## src/rtl/alu_iter.sv

```systemverilog
// Execute-stage ALU: single-cycle add/sub/slt/or/and plus iterative unsigned
// multiply (shift-add) and divide (restoring), one bit per clock.
module alu_iter #(
  parameter int WIDTH = 32
) (
  input  logic             clk,
  input  logic             rst_n,
  input  logic             start,
  input  logic [1:0]       aluop,
  input  logic [3:0]       funct,
  input  logic [WIDTH-1:0] a,
  input  logic [WIDTH-1:0] b,
  output logic             ready,
  output logic             done,
  output logic [WIDTH-1:0] result,
  output logic [WIDTH-1:0] result_hi,
  output logic             zero
);

  localparam int CW = $clog2(WIDTH + 1);
  localparam logic [CW-1:0] LAST_CNT = CW'(WIDTH - 1);

  localparam logic [2:0] OP_AND = 3'b000;
  localparam logic [2:0] OP_OR  = 3'b001;
  localparam logic [2:0] OP_ADD = 3'b010;
  localparam logic [2:0] OP_MUL = 3'b011;
  localparam logic [2:0] OP_DIV = 3'b100;
  localparam logic [2:0] OP_SUB = 3'b110;
  localparam logic [2:0] OP_SLT = 3'b111;

  typedef enum logic {IDLE = 1'b0, ITER = 1'b1} state_t;

  function automatic logic [2:0] decode_op(input logic [1:0] op, input logic [3:0] f);
    logic [2:0] d;
    if (op[1]) begin
      case (f)
        4'b0000: d = OP_ADD;
        4'b0010: d = OP_SUB;
        4'b1010: d = OP_SLT;
        4'b0101: d = OP_OR;
        4'b0100: d = OP_AND;
        4'b1111: d = OP_MUL;
        4'b0111: d = OP_DIV;
        default: d = OP_ADD;
      endcase
    end else if (op[0]) begin
      d = OP_SUB;
    end else begin
      d = OP_ADD;
    end
    return d;
  endfunction

  function automatic logic [WIDTH-1:0] alu_single(input logic [2:0] op,
                                                  input logic [WIDTH-1:0] x,
                                                  input logic [WIDTH-1:0] y);
    logic [WIDTH-1:0] r;
    case (op)
      OP_AND:  r = x & y;
      OP_OR:   r = x | y;
      OP_SUB:  r = x - y;
      OP_SLT:  r = {{(WIDTH-1){1'b0}}, ($signed(x) < $signed(y))};
      default: r = x + y;
    endcase
    return r;
  endfunction

  state_t           state_r, state_nxt_s;
  logic [2:0]       op_r;
  logic [CW-1:0]    cnt_r;
  logic [WIDTH-1:0] acc_hi_r, acc_lo_r, opnd_r;

  logic [2:0]       dec_op_s;
  logic             is_long_s, accept_s, last_s;
  logic [WIDTH:0]   mul_sum_s;
  logic [WIDTH-1:0] mul_hi_s, mul_lo_s;
  logic [WIDTH:0]   div_shift_s;
  logic             div_ge_s;
  logic [WIDTH-1:0] div_rem_s, div_quo_s;
  logic             done_nxt_s, ready_nxt_s;
  logic [WIDTH-1:0] res_nxt_s, hi_nxt_s;

  assign dec_op_s  = decode_op(aluop, funct);
  assign is_long_s = (dec_op_s == OP_MUL) || (dec_op_s == OP_DIV);
  assign accept_s  = start && (state_r == IDLE);
  assign last_s    = (state_r == ITER) && (cnt_r == LAST_CNT);

  // One iteration step of both engines; the accumulator is shared: for mulu
  // {acc_hi, acc_lo} is the partial product, for divu acc_hi is the remainder
  // and acc_lo shifts dividend bits out while quotient bits shift in.
  always_comb begin
    mul_sum_s   = acc_lo_r[0] ? ({1'b0, acc_hi_r} + {1'b0, opnd_r}) : {1'b0, acc_hi_r};
    mul_hi_s    = mul_sum_s[WIDTH:1];
    mul_lo_s    = {mul_sum_s[0], acc_lo_r[WIDTH-1:1]};
    div_shift_s = {acc_hi_r, acc_lo_r[WIDTH-1]};
    div_ge_s    = div_shift_s >= {1'b0, opnd_r};
    div_rem_s   = div_ge_s ? (div_shift_s[WIDTH-1:0] - opnd_r) : div_shift_s[WIDTH-1:0];
    div_quo_s   = {acc_lo_r[WIDTH-2:0], div_ge_s};
  end

  // State register
  always_ff @(posedge clk or negedge rst_n) begin
    if (!rst_n) begin
      state_r <= IDLE;
    end else begin
      state_r <= state_nxt_s;
    end
  end

  // Next-state logic
  always_comb begin
    state_nxt_s = state_r;
    case (state_r)
      IDLE: begin
        if (accept_s && is_long_s) begin
          state_nxt_s = ITER;
        end else begin
          state_nxt_s = IDLE;
        end
      end
      ITER: begin
        if (last_s) begin
          state_nxt_s = IDLE;
        end else begin
          state_nxt_s = ITER;
        end
      end
      default: state_nxt_s = IDLE;
    endcase
  end

  // Output decode: next values of the registered result bus and handshake
  always_comb begin
    done_nxt_s  = 1'b0;
    res_nxt_s   = result;
    hi_nxt_s    = result_hi;
    ready_nxt_s = (state_nxt_s == IDLE);
    case (state_r)
      IDLE: begin
        if (accept_s && !is_long_s) begin
          done_nxt_s = 1'b1;
          res_nxt_s  = alu_single(dec_op_s, a, b);
          hi_nxt_s   = '0;
        end else begin
          done_nxt_s = 1'b0;
        end
      end
      ITER: begin
        if (last_s) begin
          done_nxt_s = 1'b1;
          if (op_r == OP_MUL) begin
            res_nxt_s = mul_lo_s;
            hi_nxt_s  = mul_hi_s;
          end else begin
            res_nxt_s = div_quo_s;
            hi_nxt_s  = div_rem_s;
          end
        end else begin
          done_nxt_s = 1'b0;
        end
      end
      default: begin
        done_nxt_s = 1'b0;
      end
    endcase
  end

  // Registered outputs
  always_ff @(posedge clk or negedge rst_n) begin
    if (!rst_n) begin
      ready     <= 1'b1;
      done      <= 1'b0;
      result    <= '0;
      result_hi <= '0;
      zero      <= 1'b1;
    end else begin
      ready     <= ready_nxt_s;
      done      <= done_nxt_s;
      result    <= res_nxt_s;
      result_hi <= hi_nxt_s;
      zero      <= (res_nxt_s == '0);
    end
  end

  // Operand capture, iteration counter and accumulator
  always_ff @(posedge clk or negedge rst_n) begin
    if (!rst_n) begin
      op_r     <= OP_ADD;
      cnt_r    <= '0;
      acc_hi_r <= '0;
      acc_lo_r <= '0;
      opnd_r   <= '0;
    end else if (accept_s) begin
      op_r     <= dec_op_s;
      cnt_r    <= '0;
      acc_hi_r <= '0;
      if (dec_op_s == OP_MUL) begin
        acc_lo_r <= b;
        opnd_r   <= a;
      end else begin
        acc_lo_r <= a;
        opnd_r   <= b;
      end
    end else if (state_r == ITER) begin
      cnt_r <= cnt_r + CW'(1);
      if (op_r == OP_MUL) begin
        acc_hi_r <= mul_hi_s;
        acc_lo_r <= mul_lo_s;
      end else begin
        acc_hi_r <= div_rem_s;
        acc_lo_r <= div_quo_s;
      end
    end else begin
      cnt_r <= cnt_r;
    end
  end

endmodule

```

## config.mk

```make
export PLATFORM = sky130hd
export DESIGN_NAME = alu_iter
export DESIGN_NICKNAME = d
export VERILOG_FILES = /design/src/rtl/alu_iter.sv
export SDC_FILE = /design/constraint.sdc
export NUM_CORES = 1
export LEC_CHECK = 0
export ABC_AREA = 1
export BUFFER_PORTS_ARGS = -buffer_cell sky130_fd_sc_hd__buf_2
export CAP_MARGIN = 20
export CORE_MARGIN = 4
export CORE_UTILIZATION = 55
export CTS_CLUSTER_DIAMETER = 30
export DETAILED_ROUTE_END_ITERATION = 12
export PLACE_DENSITY = 0.75
export SLEW_MARGIN = 5
export SYNTH_ARGS = -nofsm -noshare
export SYNTH_HDL_FRONTEND = slang
export SYNTH_SLANG_ARGS = --single-unit
```

## constraint.sdc

```tcl
create_clock -name clk -period 3.5 [get_ports clk]
set_input_delay 0.35 -clock clk [delete_from_list [all_inputs] [get_ports clk]]
set_output_delay 0.35 -clock clk [all_outputs]
set_load 0.02 [all_outputs]
```

# [Word level (Yosys, flattened, before mapping)]
# Cells that the tools add are included.
[classes] reduce_logical=10 eq_ne=15 add_sub_neg=5 bitwise_logic=4 order_cmp=2 muxes=28
[op_table] op="$mux 32" n=13
[op_table] op="$pmux 32 s2" n=2
[op_table] op="$pmux 32 s4" n=1
[op_table] op="$sub 32x32->32" n=2
[op_table] op="$add 32x32->33" n=1
[op_table] op="$ge 33x32->1" n=1
[op_table] op="$mux 33" n=1
[op_table] op="$add 32x32->32" n=1
[op_table] op="$and 32x32->32" n=1
[op_table] op="$logic_not 32->1" n=1
[op_table] op="$lt 32x32->1" n=1
[op_table] op="$or 32x32->32" n=1
[op_table] op="$pmux 3 s6" n=1
[op_table] op="$eq 4x3->1 const B" n=3
[op_table] op="$mux 6" n=2
[op_table] op="$eq 3x3->1 const B" n=3
[op_table] op="$eq 4x4->1 const B" n=2
[op_table] op="$add 6x1->6 const B" n=1
[op_table] op="$eq 3x2->1 const B" n=2
[op_table] op="$eq 6x5->1 const B" n=1
[op_table] op="$mux 3" n=2
[op_table] op="$eq 4x2->1 const B" n=1
[op_table] op="$logic_and 1x1->1" n=4
[op_table] op="$mux 1" n=4
[op_table] op="9 further kinds" n=12
[word_totals] regBits=173 inputBits=73 out_inout_bits=67 wordCells=75

# [Depth between registers and ports, before layout]
[logic_depth] ltp_word=10 depth_mapped=22 depth_no_buf=22

# [Worst setup path after synthesis]
# OpenSTA, ideal clock, no wires.
[synth_path] kind="register to register" start="reg acc_lo_r[31]" end="reg result_hi[20]" period_less_slack_ps=2441 n_path_buf=0 setup_ps=134 slack_ps=1059 stages_incl_launch_ff=19 t_required_ps=3366 arrival_ps=2307 path_cell_list="dfrtp_1 inv_1 ha_1 inv_1 fa_1 nand3_1 nand2_1 nand2_1 nand2_1 a21boi_1 o21bai_1 nand2_1 nand2_1 nand2_1 nand3b_1 nand3_1 nand3_1 nand2_1 o21ai_0"
[synth_via] elab_chain_len=5 word_cells_on_any_way=6 classes_between="add/sub: 1; order compare: 1; mux: 4"
[synth_lines] element="start, declared" line_no="71" rtl="logic [WIDTH-1:0] acc_hi_r, acc_lo_r, opnd_r;"
[synth_lines] element="start signal, assigned" line_no="208" rtl="acc_lo_r <= mul_lo_s;"
[synth_lines] element="start signal, assigned" line_no="211" rtl="acc_lo_r <= div_quo_s;"
[synth_lines] element="$sub 32x32->32 or $ge 33x32->1 (tied branches)" line_no="97, 96"
[synth_lines] element="$mux 32 *" line_no="97" rtl="div_rem_s = div_ge_s ? (div_shift_s[WIDTH-1:0] - opnd_r) : div_shift_s[WIDTH-1:0];"
[synth_lines] element="$mux 32 *" line_no="151" rtl="if (op_r == OP_MUL) begin"
[synth_lines] element="$mux 32 *" line_no="149" rtl="if (last_s) begin"
[synth_lines] element="$pmux 32 s2 *" line_no="138" rtl="case (state_r)"
[synth_lines] element="end signal, assigned" line_no="180" rtl="result_hi <= hi_nxt_s;"
[synth_lines] element="end, declared" line_no="16" rtl="output logic [WIDTH-1:0] result_hi,"
# Every way passes the cells marked *; elsewhere a longest branch is shown, timed or not. The select of a mux whose other input is x is not followed.
# A chain may end at the register's enable or synchronous reset.

# [Worst setup path in the final report]
[layout_path] start="reg acc_hi_r[30]" end="reg acc_hi_r[23]"
[layout_via] elab_chain_len=5
[layout_lines] element="start, declared" line_no="71"
[layout_lines] element="start signal, assigned" line_no="207" rtl="acc_hi_r <= mul_hi_s;"
[layout_lines] element="start signal, assigned" line_no="210" rtl="acc_hi_r <= div_rem_s;"
[layout_lines] element="$ge 33x32->1" line_no="96" rtl="div_ge_s = div_shift_s >= {1'b0, opnd_r};"
[layout_lines] element="$mux 32" line_no="97"
[layout_lines] element="$mux 32" line_no="206" rtl="if (op_r == OP_MUL) begin"
[layout_lines] element="$mux 32" line_no="204" rtl="end else if (state_r == ITER) begin"
[layout_lines] element="$mux 32" line_no="193" rtl="end else if (accept_s) begin"
# No other way between the ends. The select of a mux whose other input is x is not followed.

==> impl_metrics.ini <==
[outcome]
status = finished clean

[sta]
setup_violations = 0
skew_ns = 0.00994
finalSetupTns_ns = 0
period_needed_ns = 3.22
hold_viol = 0
fin_crit_sh_pct = 91.9
maxSlewViolCount = 0
fin_ws_ns = 0.282
tightest_slew_ns = 0.915
relSlewSlack_pct = 38.9
rsz0062_at_grt = no
clock.fmax_ghz = 0.311

[setup_path]
cpLargestDelayFamily = simple AND/OR/NAND/NOR gates
regToRegSetupSlack_ns = 0.28
cp_slowest_stage_delay_ns = 0.43
critical_path_class = flip-flop to flip-flop
cpMostUsedCell = nand2_2
worstPathArrival_ns = 3.53
cp_slowest_cell = dfrtp_1
cp-start-kind = flip-flop
critical_path.max_fanout = 14
end_kind = flip-flop
crit_buf_inv = 2
path_cells = ha_1 > inv_1 > nor2_1 > nand3_1 > nor3_1 > a21oi_1 > nand2_2 > nand2_2 > inv_2 > nand2_1 > o2111ai_1 > o21ai_0
crit_required_ns = 3.81

[finish]
layout-drive-gt1-share_pct = 7.83
nNetsFinal = 3443
post-route-util_pct = 61.5
syn_to_final_growth_pct = 9.49

[logic_synthesis]
synth_mux_area_share_pct = 0.370
yosys.area.top_type_share_pct = 22.5
yosys_register_bits = 173
async_reset_ff_share_pct = 100
syn_avg_cell_area_um2 = 6.06
syn_nets = 3359
synth-simple-area-share_pct = 30.5
synth_cells = 3121
synthAdderAreaFrac_pct = 11.1
ys_warn_count = 0
synth_area_leader_cell = dfrtp_1
ys_seq_area_share_pct = 22.9
synth-edff-count = 0
syn_area_um2 = 18900
synth_top_family_by_area = simple AND/OR/NAND/NOR gates
synth-xor-area-share_pct = 2.68
synth_area_leaders = dfrtp_1, nand2_1, ha_1
synth-compound-area-share_pct = 19.5
synth_cell_types = 50
synthFlopType = dfrtp_1

[route]
firstDrtPassIters = 6
drt_iter0_markers = 2177
wire_per_inst_um = 19.7
drc = 0
wirelength_um = 72300
ant_nets = 0
dr_total_vias = 21426
vias_per_cell = 5.84

[placed_design]
post-dp-hpwl_um = 57700
routabilityCongestion = 1.06
dp_slack_ns = 0.0378
io_buffer_count = 139

[floorplanning]
num_io_pins = 140
start_util_pct = 56.1
num_rows = 67
die_h_um = 193
core_um2 = 33700
die_w_um = 193
die_area_um2 = 37400

[clock_tree]
cts_buffer_depth = 2
cts_tree = yes
cts_max_level = 4
cts-root-buf = clkbuf_16
hold_buffers = 1
cts_resized = 0
clk_pin_slew_ns = 0.07
clkLatencyLatePin_ns = 0.45
postCtsSetupBuffers = 0
cts.sinks = 173
numCtsBuffers = 17

[grt]
grt_overflow = 0
grt_usage_pct = 37.4
grt_max_degree = 76
grt_pass1_wl_um = 112000
antenna_found_initial = 4
first_global_vias = 20497

[power]
p_per_area_nw_per_um2 = 580
peakVddDrop_mv = 0.463
p_leak_uw = 0.0114

[run]
maxCapViolCount = 0

[worst_hold_path]
min_path_type = input port to flip-flop
-- area by class of cell --
cell class              count  area (µm²)
clock buffers              22         484
clock inverters            10         160
flip-flops and latches    173        4330
fillers                  3382       13000
well taps                 448         561
inverters                 517        1940
diodes                      4        10.0
repair buffers            180        1070
multi-input cells        2316       12200
-- registers in the layout, indices dropped and copies added, names as in the netlist --
signal / cells
state_r: 1
opnd_r: 32
result: 32
cnt_r: 6
ready: 1
done: 1
result_hi: 32
acc_lo_r: 32
zero: 1
op_r: 3
acc_hi_r: 32
-- cells by family after synthesis --
family          after synthesis
simple gates               1418
compound gates              668
buf+inv                     632
flops                       173
fa+ha+maj                   165
xor+xnor                     58
mux                           7
-- cells in the final DEF (no fill, tap or decap), drive strengths merged, types with 9 or more instances in the layout --
master and instances:
nand2 934, inv 514, o21ai 279, a21oi 271
nor2 233, buf 179, nand3 172, dfrtp 170
ha 161, xor2 36, o211ai 31, nand4 29
nor3 22, xnor2 22, o221ai 22, clkbuf 22
a21o 15, o2111ai 15, o21bai 13, nand3b 9
-- through the flow --
step / instance area [µm²] / std cells / hold slack [ns] / power (µW)
2_1_floorplan: 18900 / 3121 / 0.0544 / 7710
3_3_place_gp: 20000 / 3632 / 0.420 / 9520
3_5_place_dp: 20000 / 3632 / 0.437 / 9670
4_1_cts: 20700 / 3665 / 0.222 / 11800
5_1_grt: 20700 / 3668 / 0.233 / 12900
6_report: 20700 / 3670 / 0.236 / 12000
-- where the power goes --
part           total, µW  switching (µW)  leakage, µW  internal, µW
sequential          2920             493      0.00187          2430
clock               2090             823     0.000316          1270
combinational       7000            4620      0.00922          2380
total              12000            5930       0.0114          6080
-- worst reg2reg max path, stage by stage (launching register included) --
cell and delay (ns):
dfrtp_1 0.43, ha_1 0.33, inv_1 0.05, nor2_1 0.40, nand3_1 0.33, nor3_1 0.27
a21oi_1 0.14, nand2_2 0.18, nand2_2 0.22, inv_2 0.32, nand2_1 0.12, o2111ai_1 0.16
o21ai_0 0.14
-- path summary, 6_finish.rpt --
kind	startpoint	to	depth (start not counted)
worst min register to register	result_hi[20]	result_hi[20]	2
worst min-delay path	a[0]	opnd_r[0]	3
worst max-delay path	acc_hi_r[30]	acc_hi_r[23]	12
max in group asynchronous	rst_n	done	3
min in group asynchronous	rst_n	result_hi[6]	2
worst max register to register	acc_hi_r[30]	acc_hi_r[23]	12
-- layer usage --
layer	GRT usage, %	vias to the layer above	part of all wire (%)
met1	47.5	9925	39
li1	-	10184	-
met3	6.85	233	9.2
met5	0	-	0
met4	19.6	0	5.9
met2	61.0	1084	46
-- Yosys cell counts (all sizes together) (29+ instances only) --
| master | number |
|---|---|
| a21oi | 271 |
| o21ai | 279 |
| clkbuf | 58 |
| dfrtp | 170 |
| nand2 | 934 |
| inv | 515 |
| buf | 57 |
| o211ai | 31 |
| nor2 | 233 |
| ha | 161 |
| nand4 | 29 |
| xor2 | 36 |
| nand3 | 172 |
(Power assumes the default switching activity.)
